**config.mk**
```make
export PLATFORM = sky130hd
export DESIGN_NAME = sigma_delta_adc_mc
export DESIGN_NICKNAME = d
export VERILOG_FILES = /design/src/rtl/sigma_delta_pkg.sv /design/src/rtl/sigma_delta_cic.sv /design/src/rtl/sigma_delta_adc_mc.sv
export SDC_FILE = /design/constraint.sdc
export NUM_CORES = 2
export LEC_CHECK = 0
export ABC_CLOCK_PERIOD_IN_PS = 24300
export CORE_MARGIN = 4
export CORE_UTILIZATION = 55
export CTS_BUF_LIST = sky130_fd_sc_hd__clkbuf_8
export CTS_CLUSTER_DIAMETER = 30
export DETAILED_ROUTE_END_ITERATION = 8
export PLACE_DENSITY = 0.74
export RECOVER_POWER = 100
export SYNTH_ARGS = -nofsm -noshare
export SYNTH_HDL_FRONTEND = slang
export SYNTH_SLANG_ARGS = --single-unit
export TNS_END_PERCENT = 1
```
**constraint.sdc**
```tcl
create_clock -name clk -period 24.3 [get_ports clk]
set_input_delay 3.645 -clock clk [delete_from_list [all_inputs] [get_ports clk]]
set_output_delay 3.645 -clock clk [all_outputs]
set_load 0.02 [all_outputs]
```
**src/rtl/sigma_delta_pkg.sv**
```systemverilog
// rtl/sigma_delta_pkg.sv - shared types, limits and width helper for the sigma-delta ADC
// Contents:
//   out_state_t  output FSM states
//   cic_width()  internal CIC register width for a given ratio and order
//   *_MIN/*_MAX  legal parameter ranges
package sigma_delta_pkg;

   typedef enum logic {IDLE, SEND} out_state_t;

   localparam int CH_MIN     = 1;
   localparam int CH_MAX     = 8;
   localparam int STAGES_MIN = 1;
   localparam int STAGES_MAX = 4;
   localparam int BOSR_MIN   = 4;
   localparam int BOSR_MAX   = 4096;

   // Full scale is bosr**stages, so one extra bit holds it without wrap.
   function automatic int cic_width(input int bosr, input int stages);
      return stages * $clog2(bosr) + 1;
   endfunction

endpackage

```
**src/rtl/sigma_delta_cic.sv**
```systemverilog
// rtl/sigma_delta_cic.sv - one channel: CIC integrators, comb chain, clamp and boxcar
// Ports:
//   clk, rst      modulator clock, async active-high reset
//   tick          decimation strobe, high in the last cycle of each frame
//   lvds          comparator bit for this channel
//   sample        decimated, clamped, averaged result (WDTH bits, unsigned)
//   sample_valid  one-cycle strobe, STAGES+2 cycles after tick
module sigma_delta_cic
   import sigma_delta_pkg::*;
#(
   parameter int BOSR    = 1024,
   parameter int STAGES  = 2,
   parameter int WDTH    = 21,
   parameter int BOX_AVG = 8
) (
   input  logic            clk,
   input  logic            rst,
   input  logic            tick,
   input  logic            lvds,
   output logic [WDTH-1:0] sample,
   output logic            sample_valid
);

   localparam int WI = cic_width(BOSR, STAGES);
   localparam int LB = $clog2(BOX_AVG);
   localparam int SW = WDTH + LB;

   logic [WI-1:0]   integ  [STAGES];
   logic [WI-1:0]   comb_q [STAGES+1];   // [0] = decimated sample, [k] = k-th difference
   logic [WI-1:0]   comb_d [STAGES];     // previous input of each differentiator
   logic [STAGES:0] strobe;              // strobe[k]: comb_q[k] was updated last edge
   logic [WDTH-1:0] hist   [BOX_AVG];
   logic [SW-1:0]   sum;
   logic [WDTH-1:0] clamped;
   logic            box_valid;

   // Integrators wrap modulo 2**WI; the comb differences undo the wrap.
   always_ff @(posedge clk or posedge rst) begin
      if (rst) begin
         for (int k = 0; k < STAGES; k++) integ[k] <= '0;
      end else begin
         integ[0] <= integ[0] + WI'(lvds);
         for (int k = 1; k < STAGES; k++) integ[k] <= integ[k] + integ[k-1];
      end
   end

   // Each differentiator fires one cycle after the previous one, following strobe.
   always_ff @(posedge clk or posedge rst) begin
      if (rst) begin
         strobe <= '0;
         for (int k = 0; k <= STAGES; k++) comb_q[k] <= '0;
         for (int k = 0; k < STAGES; k++)  comb_d[k] <= '0;
      end else begin
         strobe <= {strobe[STAGES-1:0], tick};
         if (tick) comb_q[0] <= integ[STAGES-1];
         for (int k = 0; k < STAGES; k++) begin
            if (strobe[k]) begin
               comb_q[k+1] <= comb_q[k] - comb_d[k];
               comb_d[k]   <= comb_q[k];
            end
         end
      end
   end

   // Only exact full scale can exceed the output range; saturate it.
   if (WI > WDTH) begin : g_clamp
      assign clamped = (|comb_q[STAGES][WI-1:WDTH]) ? {WDTH{1'b1}} : comb_q[STAGES][WDTH-1:0];
   end else begin : g_extend
      assign clamped = WDTH'(comb_q[STAGES]);
   end

   // Running sum over the last BOX_AVG results; sum always equals the sum of hist.
   always_ff @(posedge clk or posedge rst) begin
      if (rst) begin
         for (int k = 0; k < BOX_AVG; k++) hist[k] <= '0;
         sum       <= '0;
         box_valid <= 1'b0;
      end else begin
         box_valid <= strobe[STAGES];
         if (strobe[STAGES]) begin
            hist[0] <= clamped;
            for (int k = 1; k < BOX_AVG; k++) hist[k] <= hist[k-1];
            sum <= sum + SW'(clamped) - SW'(hist[BOX_AVG-1]);
         end
      end
   end

   assign sample       = sum[SW-1:LB];
   assign sample_valid = box_valid;

endmodule

```
**src/rtl/sigma_delta_adc_mc.sv**
```systemverilog
// rtl/sigma_delta_adc_mc.sv - multi-channel sigma-delta ADC front end with tagged stream output
// Ports:
//   clk, rst       modulator clock, async active-high reset
//   adc_lvds_pin   comparator results, bit i = channel i
//   adc_fb_pin     registered feedback to the RC integrators
//   adc_output     sample of channel adc_channel, valid with adc_valid
//   adc_ready      sink accepts; transfer = adc_valid & adc_ready
//   adc_overrun    sticky: a frame was replaced before it fully drained
module sigma_delta_adc_mc
   import sigma_delta_pkg::*;
#(
   parameter  int CH      = 2,
   parameter  int BOSR    = 1024,
   parameter  int STAGES  = 2,
   parameter  int WDTH    = 21,
   parameter  int BOX_AVG = 8,
   localparam int CHW     = (CH > 1) ? $clog2(CH) : 1
) (
   input  logic            clk,
   input  logic            rst,
   input  logic [CH-1:0]   adc_lvds_pin,
   output logic [CH-1:0]   adc_fb_pin,
   output logic [WDTH-1:0] adc_output,
   output logic [CHW-1:0]  adc_channel,
   output logic            adc_valid,
   input  logic            adc_ready,
   output logic            adc_overrun
);

   localparam int CW     = $clog2(BOSR);
   localparam int SETTLE = STAGES + BOX_AVG - 1;
   localparam int SCW    = $clog2(SETTLE + 1);

   if (CH < CH_MIN || CH > CH_MAX || STAGES < STAGES_MIN || STAGES > STAGES_MAX ||
       BOSR < BOSR_MIN || BOSR > BOSR_MAX || (BOSR & (BOSR - 1)) != 0 ||
       CH > BOSR - STAGES - 3) begin : g_bad_cfg
      $error("sigma_delta_adc_mc: illegal parameter combination");
   end

   logic [CW-1:0]   count;
   logic            tick;
   logic [SCW-1:0]  settle_cnt;
   logic            settled;
   logic            load;
   logic [WDTH-1:0] sample [CH];
   logic [CH-1:0]   sample_valid;
   logic [WDTH-1:0] bank   [CH];
   out_state_t      state, state_n;
   logic [CHW-1:0]  idx, idx_n;
   logic            overrun_n;

   always_ff @(posedge clk or posedge rst) begin
      if (rst) adc_fb_pin <= '0;
      else     adc_fb_pin <= adc_lvds_pin;
   end

   always_ff @(posedge clk or posedge rst) begin
      if (rst) count <= '0;
      else     count <= count + 1'b1;
   end
   assign tick = (count == CW'(BOSR - 1));

   for (genvar i = 0; i < CH; i++) begin : g_ch
      sigma_delta_cic #(
         .BOSR(BOSR), .STAGES(STAGES), .WDTH(WDTH), .BOX_AVG(BOX_AVG)
      ) u_cic (
         .clk(clk), .rst(rst), .tick(tick), .lvds(adc_lvds_pin[i]),
         .sample(sample[i]), .sample_valid(sample_valid[i])
      );
   end

   // All channels share the tick, so their valid strobes are identical.
   assign settled = (settle_cnt == SCW'(SETTLE));
   assign load    = (&sample_valid) && settled;

   always_ff @(posedge clk or posedge rst) begin
      if (rst) begin
         settle_cnt <= '0;
         for (int i = 0; i < CH; i++) bank[i] <= '0;
      end else begin
         if ((&sample_valid) && !settled) settle_cnt <= settle_cnt + 1'b1;
         if (load) begin
            for (int i = 0; i < CH; i++) bank[i] <= sample[i];
         end
      end
   end

   always_ff @(posedge clk or posedge rst) begin
      if (rst) begin
         state       <= IDLE;
         idx         <= '0;
         adc_overrun <= 1'b0;
      end else begin
         state       <= state_n;
         idx         <= idx_n;
         adc_overrun <= overrun_n;
      end
   end

   always_comb begin
      state_n     = state;
      idx_n       = idx;
      overrun_n   = adc_overrun;
      adc_valid   = (state == SEND);
      adc_output  = bank[idx];
      adc_channel = idx;
      case (state)
         IDLE: begin
            if (load) begin
               state_n = SEND;
               idx_n   = '0;
            end
         end
         SEND: begin
            if (load) begin
               // Handing over the last channel as the new frame lands is on time.
               idx_n = '0;
               if (!(adc_ready && idx == CHW'(CH - 1))) overrun_n = 1'b1;
            end else if (adc_ready) begin
               if (idx == CHW'(CH - 1)) begin
                  state_n = IDLE;
                  idx_n   = '0;
               end else begin
                  idx_n = idx + 1'b1;
               end
            end
         end
         default: state_n = IDLE;
      endcase
   end

endmodule

```
==> impl_metrics.tcl <==
set metrics [dict create \
    finalWeightedCongestion 0.867 \
    max-slew-margin-rel -5.73 \
    viasPerCell 5.48 \
    vdd_drop_max_mv 0.0437 \
    worst_pin_slew_ns 10.10 \
    synthMuxAreaShare 0.139 \
    finalClockSkew_ns 0.0333 \
    synth_simple_gate_area_frac 0.0771 \
    port_buffers 30 \
    synth_top_area_frac 0.510 \
    synth_area_leader_cell "dfrtp_1" \
    clkLatencyLatePin_ns 0.77 \
    grt_use_total 0.193 \
    grt_pass1_wl_um 115000 \
    power_density_nw_per_um2 70.5 \
    ys_ff_latch 743 \
    cts_tree "yes" \
    grt_remaining_overflow 0 \
    nets 3540 \
    initial_utilization 0.555 \
    syn_nets 3455 \
    hold_path.class "flip-flop to flip-flop" \
    first_global_vias 24500 \
    cp_data_required_time_ns 22.82 \
    synthFlopType "dfrtp_1" \
    place_area_sq_um 37600 \
    drive_above_1_share 0.199 \
    avgSynthCellArea_sq_um 11.3 \
    cts_root_buf "clkbuf_8" \
    synth_fa_ha_area_frac 0.0864 \
    die_area_sq_um 70500 \
    clock_path_buffers 3 \
    finalWirelength_um 66100 \
    setup_viol 0 \
    synth.distinct_cells 75 \
    ys_async_sr_fraction 1.00 \
    synth-seq-area-share 0.510 \
    cp.arrival_ns 11.59 \
    route.vias.total 23500 \
    ys_top_cells_by_area "dfrtp_1, mux2_2, ha_1" \
    cp_max_fo 180 \
    syn_inst 3227 \
    cts_setup_buffers 0 \
    fin_area_sq_um 40900 \
    antenna_found_initial 1 \
    end_kind "asynchronous set/reset pin" \
    rows 94 \
    final_common_cell "dfrtp_1" \
    io_pins 31 \
    grt_max_degree 211 \
    syn_area_sq_um 36500 \
    dieHeight_um 266 \
    die_x_um 266 \
    drv_slew 1125 \
    drt_iter0_drc 1646 \
    clkSinkCount 743 \
    timing.setup.tns_ns 0 \
    finalPower_w 0.00288 \
    htree_levels 4 \
    worstSetupPathType "input pin to asynchronous set/reset pin" \
    finalCriticalPeriod_ns 13.07 \
    drv_cap 12 \
    synth-edff-count 0 \
    postRouteAntennaNets 0 \
    dp_cells 4027 \
    violations "max-capacitance violations, max-slew violations" \
    dpl.hpwl_um 45400 \
    synth_compound_area_frac 0.108 \
    leakage_nw 20.2 \
    fin_crit_sh 0.538 \
    cp-start-kind "input pin" \
    hold_violations 0 \
    drc 0 \
    wl_per_cell_um 15.4 \
    yosys_warnings 0 \
    ctsResizeCount 0 \
    rsz0062_at_grt "false" \
    dr.pass1.iters 5 \
    synthXorXnorAreaFrac 0.0387 \
    syn2layout_area_growth_pct 12.1 \
    numCtsBuffers 147 \
    fmax_mhz 76.5 \
    final_cell_mix "dfrtp_1, mux2_2, inv_1, nand2_1, o21ai_0" \
    finalNonFillerCells 4292 \
    outcome "complete, but fails checks" \
    core_region_area_sq_um 65700 \
    cts_hold_buf 0 \
    synth_top_family_by_area "multiplexers" \
    clk_pin_slew_worst_paths_ns 0.06 \
]
## layer usage
| layer | wire length [um] | GRT usage | part of all wire | vias up |
|---|---|---|---|---|
| met4 | 1640 | 0.0750 | 0.025 | 0 |
| met3 | 2640 | 0.0410 | 0.040 | 136 |
| li1 | - | - | - | 11400 |
| met2 | 31200 | 0.309 | 0.47 | 494 |
| met1 | 30600 | 0.260 | 0.46 | 11500 |
| met5 | 0 | 0 | 0 | - |
## final timing paths
check | cells past startpoint | start | slack [ns] | endpoint
setup / recovery | 3 | rst | 11.23 | g_ch[1].u_cic.comb_q[44]
max in group clk | 2 | g_ch[0].u_cic.strobe[2] | 13.77 | g_ch[1].u_cic.sum[4]
setup reg to reg | 2 | g_ch[0].u_cic.strobe[2] | 13.77 | g_ch[1].u_cic.sum[4]
min in group asynchronous | 2 | rst | 3.59 | g_ch[0].u_cic.comb_d[22]
hold reg to reg | 1 | count[8] | 0.46 | count[8]
hold / removal | 1 | count[8] | 0.46 | count[8]
## cell families (layout without fill, tap and decap cells)
family | after synthesis | in the layout
compound gates | 628 | 628
fa+ha+maj | 223 | 223
mux | 452 | 452
flops | 743 | 743
other cells | 0 | 1
xor+xnor | 161 | 161
buf+inv | 404 | 604
simple gates | 616 | 616
## area by class of cell
type | count | area, sq um
Antenna cell | 1 | 2.50
Clock buffer | 170 | 2340
Clock inverter | 94 | 1000
Fill cell | 5003 | 24900
Inverter | 298 | 1120
Multi-Input combinational cell | 2080 | 16400
Sequential cell | 743 | 18600
Tap cell | 864 | 1080
Timing Repair Buffer | 42 | 378
## registers in the layout, indices dropped and copies added, names as in the netlist, 3 cells and up
name                cells
g_ch.u_cic.clamped     42
g_ch.u_cic.integ       84
g_ch.u_cic.strobe       3
settle_cnt              4
g_ch.u_cic.sum         48
g_ch.u_cic.comb_q      84
count                  10
g_ch.u_cic.hist       336
g_ch.u_cic.comb_d      84
bank                   42
## worst max-delay path, stage by stage
cell	delay, ns
dlygate4sd3_1	0.55
clkinvlp_2	0.74
clkbuf_1	6.38
## metrics by stage
stage / worst slack (ns) / utilization / hold slack (ns)
floorplan: 10.47 / - / 0.370
global placement: 17.74 / 0.572 / 0.447
detailed placement: 17.67 / 0.572 / 0.458
CTS: 17.86 / 0.623 / 0.468
global route: 9.11 / 0.622 / 0.479
finish: 11.23 / 0.622 / 0.463
## where the power goes
group          switching (W)  total [W]  internal (W)  leakage, nW
clock network       0.000540    0.00138      0.000841         1.76
registers          0.0000361    0.00131       0.00127         10.3
logic               0.000113   0.000193     0.0000792         8.17
total               0.000690    0.00288       0.00219         20.2
## cells in the mapped netlist, drive strengths merged (5+ instances only)
master,n
dfrtp,743
mux2,425
inv,297
nand2,273
o21ai,220
ha,175
a21oi,134
nor2,114
xnor2,97
clkbuf,86
a21o,71
xor2,64
nand3,61
fa,48
a31oi,34
nand2b,28
mux2i,27
nor3,27
o21a,27
and3,26
nand4,26
buf,20
a211oi,19
o211ai,19
o31ai,16
or3,16
and2,13
o21bai,13
nor2b,10
o311ai,9
a31o,6
o221ai,6
a21boi,5
a221o,5
o2111ai,5
o31a,5
(Power assumes the default switching activity.)
